### src/rtl/imem_pkg.sv
// imem_pkg: shared state type, NOP constant and index-width helper for the instruction-memory arbiter
package imem_pkg;

    typedef enum logic {BOOT, RUN} imem_state_t;

    localparam logic [31:0] NOP_INSTR = 32'h00000013;

    // Width of a word index into a RAM of mem_size words (mem_size a power of two)
    function automatic int idx_width(input int mem_size);
        return $clog2(mem_size);
    endfunction

endpackage

### src/rtl/imem_arbiter.sv
// imem_arbiter: owns the single instruction-RAM port, sharing it between fetch and the program loader
//
// Ports:
//   CLK, reset              clock and synchronous active-high reset
//   PCF, FetchReq           fetch byte address and request
//   StallF                  fetch requested but not granted this cycle
//   InstrF, FetchValid,     one-cycle-late fetch response; NOP with FetchErr
//   FetchErr                when the fetched word was out of range
//   LdValid, LdAddr,        loader write request; LdReady acknowledges it
//   LdData, LdReady
//   LdDone                  end-of-image pulse, releases the core from BOOT
//   CoreRun                 high once the core is running
//   MemA, MemWD, MemWE,     RAM port; MemRD is valid one cycle after a read
//   MemRD
//
// Build option: define IMEM_RUNTIME_WRITE_EN to let the loader patch words in RUN
// (fetch has priority, starvation-bounded by STARVE_LIMIT). Without it the loader
// may only write in BOOT.
module imem_arbiter
    import imem_pkg::*;
#(
    parameter int MEM_SIZE     = 32,
    parameter int STARVE_LIMIT = 4
) (
    input  logic        CLK,
    input  logic        reset,
    input  logic [31:0] PCF,
    input  logic        FetchReq,
    output logic        StallF,
    output logic [31:0] InstrF,
    output logic        FetchValid,
    output logic        FetchErr,
    input  logic        LdValid,
    input  logic [31:0] LdAddr,
    input  logic [31:0] LdData,
    output logic        LdReady,
    input  logic        LdDone,
    output logic        CoreRun,
    output logic [31:0] MemA,
    output logic [31:0] MemWD,
    output logic        MemWE,
    input  logic [31:0] MemRD
);

    localparam int         IDX_W = idx_width(MEM_SIZE);
    localparam logic [7:0] LIMIT = 8'(STARVE_LIMIT);
`ifdef IMEM_RUNTIME_WRITE_EN
    localparam bit RT_WRITE = 1'b1;
`else
    localparam bit RT_WRITE = 1'b0;
`endif

    imem_state_t state_q, state_d;
    logic [7:0]  starve_q, starve_d;
    logic        rsp_valid_q, rsp_valid_d;
    logic        rsp_oor_q, rsp_oor_d;
    logic        core_run_q;
    logic        ld_grant, f_grant, ld_in_range, f_in_range;

    // A byte address is in range when every word-index bit above IDX_W is zero
    function automatic logic in_range(input logic [31:0] a);
        return (a >> (IDX_W + 2)) == 32'd0;
    endfunction

    always_comb begin
        ld_in_range = in_range(LdAddr);
        f_in_range  = in_range(PCF);
        // Nothing is granted while reset is asserted so the RAM is never written then
        ld_grant    = !reset && LdValid &&
                      (state_q == BOOT || (RT_WRITE && (!FetchReq || starve_q == LIMIT)));
        f_grant     = !reset && state_q == RUN && FetchReq && !ld_grant;
        starve_d    = (RT_WRITE && state_q == RUN && LdValid && !ld_grant) ?
                      ((starve_q == LIMIT) ? starve_q : starve_q + 8'd1) : 8'd0;
        state_d     = (state_q == BOOT && LdDone) ? RUN : state_q;
        rsp_valid_d = f_grant;
        rsp_oor_d   = f_grant && !f_in_range;
    end

    always_ff @(posedge CLK) begin
        if (reset) begin
            state_q     <= BOOT;
            starve_q    <= 8'd0;
            rsp_valid_q <= 1'b0;
            rsp_oor_q   <= 1'b0;
            core_run_q  <= 1'b0;
        end else begin
            state_q     <= state_d;
            starve_q    <= starve_d;
            rsp_valid_q <= rsp_valid_d;
            rsp_oor_q   <= rsp_oor_d;
            core_run_q  <= (state_d == RUN);
        end
    end

    assign LdReady    = ld_grant;
    assign StallF     = FetchReq && !f_grant;
    assign MemA       = ld_grant ? LdAddr : (f_grant ? PCF : 32'd0);
    assign MemWD      = ld_grant ? LdData : 32'd0;
    // Out-of-range loader writes are acknowledged but never reach the RAM
    assign MemWE      = ld_grant && ld_in_range;
    assign CoreRun    = core_run_q;
    assign FetchValid = rsp_valid_q;
    assign FetchErr   = rsp_valid_q && rsp_oor_q;
    assign InstrF     = (rsp_valid_q && !rsp_oor_q) ? MemRD : NOP_INSTR;

endmodule

### config.mk
export PLATFORM = sky130hd
export DESIGN_NAME = imem_arbiter
export DESIGN_NICKNAME = d
export VERILOG_FILES = /design/src/rtl/imem_pkg.sv /design/src/rtl/imem_arbiter.sv
export SDC_FILE = /design/constraint.sdc
export NUM_CORES = 1
export LEC_CHECK = 0
export ABC_AREA = 0
export CAP_MARGIN = 10
export CORE_AREA = 2 2 92 94
export DETAILED_ROUTE_END_ITERATION = 7
export DIE_AREA = 0 0 94 96
export HOLD_SLACK_MARGIN = 0.02
export PLACE_DENSITY = 0.65
export SLEW_MARGIN = 40
export SYNTH_ARGS = -nofsm -noshare
export SYNTH_HDL_FRONTEND = slang
export SYNTH_SLANG_ARGS = --single-unit
### constraint.sdc
create_clock -name CLK -period 2.2 [get_ports CLK]
set_input_delay 0.66 -clock CLK [delete_from_list [all_inputs] [get_ports CLK]]
set_output_delay 0.66 -clock CLK [all_outputs]
set_load 0.05 [all_outputs]
# After elaboration in Yosys (flattened, before gate mapping)
# Index checks and enable logic that the tools add are counted.
dict set report totals {
  regBits 3
  output_inout_bits 102
  elab_cells 26
  in_bits 133
}
dict set report classes {
  n_bitwise 1
  n_mux 4
  reduce_logical 18
}
# cell count
set op_table {}
lappend op_table {{two-way mux 32 bit} 4}
lappend op_table {{logical NOT 32 bit} 2}
lappend op_table {{logical AND 1 bit} 11}
lappend op_table {{logical NOT 1 bit} 5}
lappend op_table {{inverter 1 bit} 1}

# Logic depth before layout (Yosys ltp)
dict set report logic_depth {
  word_depth 7
  depth_mapped 5
  mapped_depth_nobuf 3
}

# Worst setup path after synthesis
# Ideal clock, no wire load.
dict set report synth_path {
  kind {in2out}
  startpoint {input reset}
  endpoint {output MemWE}
  t_required_ns 1.540
  path_stages 4
  n_path_buf 1
  t_arrival_ns 1.963
  setup_slack_ns -0.423
  cell_sequence {nor3b_2 > buf_2 > nand4_1 > nor2_1}
}
dict set report synth_between {
  elab_chain_len 4
}
# element line
set synth_lines {}
lappend synth_lines {{start: declaration} imem_arbiter.sv:26} ;# input logic reset,
lappend synth_lines {{logical NOT 1 bit} imem_arbiter.sv:69} ;# ld_grant = !reset && LdValid &&
lappend synth_lines {{logical AND 1 bit (2 in a row)} imem_arbiter.sv:69}
lappend synth_lines {{net LdReady} imem_arbiter.sv:36} ;# output logic LdReady,
lappend synth_lines {{logical AND 1 bit} imem_arbiter.sv:100} ;# assign MemWE = ld_grant && ld_in_range;
lappend synth_lines {{end: declaration} imem_arbiter.sv:41} ;# output logic MemWE,
# The timed path passes the listed nets, and every way through them passes these cells.

# Worst setup path after layout
dict set report layout_path {
  startpoint {input LdValid}
  endpoint {output MemA[12]}
}
dict set report layout_between {
  elab_chain_len 6
}
# element line
set layout_lines {}
lappend layout_lines {{start: declaration} imem_arbiter.sv:33} ;# input logic LdValid,
lappend layout_lines {{logical AND 1 bit * (2 in a row)} imem_arbiter.sv:69}
lappend layout_lines {{logical NOT 1 bit} imem_arbiter.sv:71} ;# f_grant = !reset && state_q == RUN && FetchReq && !ld_grant;
lappend layout_lines {{logical AND 1 bit} imem_arbiter.sv:71}
lappend layout_lines {{two-way mux 32 bit} imem_arbiter.sv:97} ;# assign MemA = ld_grant ? LdAddr : (f_grant ? PCF : 32'd0);
lappend layout_lines {{two-way mux 32 bit *} imem_arbiter.sv:97}
lappend layout_lines {{end: declaration} imem_arbiter.sv:39} ;# output logic [31:0] MemA,
# Every way passes the cells marked *; elsewhere a longest branch is shown, timed or not.

==> results.md <==
* Status: complete, but fails checks
* Failing checks: negative setup slack
* Slack of the critical path at -0.125 ns
* Count leader, synth: and2_1
* Grt total ovfl at 0
* Worst hold path type: reg -> reg
* Clock tree sinks at 3
* Sequential-to-total area share from yosys stat at 6.02%
* Area occupied by multi-input gates at 1230 sq um
* Worst-skew pair later-pin latency at 0.21 ns
* Crit end category: primary output
* CTS H-Tree Depth at 1
* Hold Vio Cnt, Final at 0
* Post-Synthesis Cells at 141
* Max Cap Violations at 0
* First-pass GRT wire length at 12.2 mm
* CP Launch Type: primary input
* CTS tree: built
* 1st-iter DRT viols at 36
* Post-synthesis cell area at 998 sq um
* Synth-to-Final Area Change at 406%
* Drt first pass iters at 3
* Power Density at 246 nW/um^2
* RSZ-0062 raised after global routing: yes
* Routed wire length at 8.52 mm
* Final setup vio count at 65
* Vias per cell at 4.28
* Number of flops mapped to enable cells by yosys at 0
* Final Cycle Share at 106%
* Clk_skew at 0.00118 ns
* Wire length per cell at 17.1 um
* IO Pins at 235
* Worst-path clk slew at 0.03 ns
* # port buffers at 234
* Arr. time, crit path at 1.66 ns
* Post-synth top flop: dfxtp_1
* Critical Path RT at 1.54 ns
* Overall routing resource usage at 17.5%
* Final slew viol count at 0
* Initial antenna violation count at 0
* Initial Utilization at 12.4%
* FF+latch area at 61.3 sq um
* Largest net degree at the start of global routing at 33
* Fillers at 640
* Leak pwr at 2.16 nW
* Net Count, Synth at 274
* Syn. warnings at 0
* Synth area leader: and2_1
* Synth unique cells at 19
* Crit-path slowest cell: a22o_4
* Vias in the first global route at 2326
* Flops & latches, synth at 3
* Ys async rst share at 0%
* Via count at 2126
* Crit path largest cell delay at 0.25 ns
* Ant diodes at 0
* Worst slew pin tran at 0.358 ns
* Synth top area share at 38.8%
* GPL Wtd Cong at 0.759
* Area after DPL at 4610 sq um
* Rows at 33
* Die X-Extent at 94 um
* Fmax at 430 MHz
* Root buf cell: clkbuf_8
* Num CTS Buffers at 3
* Synth top area cells: and2_1 39%, a22o_1 28%, nor4_1 6.3%
* Relative slew slack at 75.9%
* Die Height at 96 um
* CP Max Fanout at 6
* Top cell by count, worst path: buf_6
* CTS Hold Bufs at 0
* Core area at 8050 sq um
* Clock buffer depth at 2
* Die area at 9020 sq um
* Layout cells sized above 1 at 62.2%
* Post-DRT Antenna Nets at 0
* Post-synthesis area per instance at 7.08 sq um
* Final core occ at 62.7%
* HPWL after detailed placement at 7.11 mm
* Power Total at 1.24 mW
* Fin crit period at 2.32 ns
* Post-route design area at 5050 sq um
* Critical path, cell by cell: buf_6 > nor3b_4 > buf_6 > buf_6 > buf_6 > a22o_4 > buf_12
* Post-route DRC at 0
* Crit Path Class: in -> out
* VDD IR max at 0.113 mV
* NumNets Final at 526
* Synth top cells by count: 62 x and2_1, 32 x a22o_1, 10 x nor4_1
## where the power goes
part	total, mW	leakage (nW)	switching, mW	internal [mW]
logic	1.02	2.11	0.452	0.573
clock network	0.156	0.0228	0.0331	0.123
registers	0.0611	0.0249	0.00329	0.0578
total	1.24	2.16	0.488	0.754
## worst max-delay path, delay by kind of cell
kind,cells,cell delay (ns)
AOI/OAI and AO/OA,1,0.25
buffers and inverters,5,0.61
and+or+nand+nor,1,0.14
## cells by family after synthesis
group	Yosys count	share of synthesized area [%]
simple gates	89	54.8
compound gates	34	29.6
buf+inv	15	9.65
flops	3	6.02
## timing repair
item | in CTS | in global routing
resized for setup | 98 | 16
gates cloned | 4 | 1
pin swaps | 28 | 11
endpoints found under the setup margin | 67 | 65
hold endpoints to repair | 0 | 0
setup buffers | 6 | 0
## layer usage
layer / wire length [um] / track usage [%] / vias to the layer above
met5: 0 / 0 / -
li1: - / - / 1014
met3: 905 / 5.95 / 8
met4: 140 / 4.83 / 0
met1: 2680 / 16.2 / 967
met2: 4790 / 35.9 / 137
## sequential cells by signal, indices dropped and copies added (netlist names)
name,flops
CoreRun,1
FetchValid,1
rsp_oor_q,1
## cell usage in the layout, fill, tap and decap left out, types with 2 or more instances in the layout
| cell | netlist | routed |
|---|---|---|
| nand2b_1 | 3 | 3 |
| clkbuf_8 | 0 | 3 |
| nor4_2 | 0 | 4 |
| buf_12 | 0 | 101 |
| clkdlybuf4s15_1 | 0 | 3 |
| nor4_1 | 10 | 6 |
| buf_16 | 0 | 2 |
| nand4_1 | 3 | 3 |
| nor2_1 | 5 | 4 |
| dlygate4sd2_1 | 0 | 13 |
| buf_4 | 3 | 20 |
| and2_4 | 0 | 5 |
| a22o_4 | 0 | 30 |
| buf_2 | 5 | 2 |
| clkdlybuf4s50_1 | 0 | 104 |
| a22o_1 | 32 | 2 |
| and2_2 | 0 | 56 |
| buf_6 | 3 | 6 |
| clkbuf_2 | 0 | 7 |
| dfxtp_1 | 3 | 2 |
## path summary, 6_finish.rpt
path,startpoint,end,slack (ns),cells after the start
worst max-delay path,LdValid,MemA[12],-0.12,7
worst min-delay path,CoreRun$_SDFFE_PP0P_,CoreRun$_SDFFE_PP0P_,0.54,2
worst max register to register,CoreRun$_SDFFE_PP0P_,rsp_oor_q$_SDFF_PP0_,1.10,4
worst min register to register,CoreRun$_SDFFE_PP0P_,CoreRun$_SDFFE_PP0P_,0.54,2
## area by class of cell
| type | instances | area share (%) |
|---|---|---|
| inverter | 1 | 0.0743 |
| sequential | 3 | 1.21 |
| clock buffer | 4 | 0.892 |
| multi-input combinational | 123 | 24.4 |
| tap | 105 | 2.60 |
| timing repair buffer | 261 | 70.8 |
## stage by stage
stage / setup TNS [ns] / worst slack, ns / hold WS [ns] / cells
final: -3.80 / -0.125 / 0.543 / 497
after global routing: -5.91 / -0.148 / 0.595 / 497
after floorplan: -0.223 / -0.223 / 0.606 / 141
after global placement: -31.44 / -0.515 / 0.530 / 485
after detailed placement: -31.97 / -0.521 / 0.538 / 485
after CTS: -5.38 / -0.149 / 0.545 / 499
No activity file was read; power rests on OpenSTA's default activity.
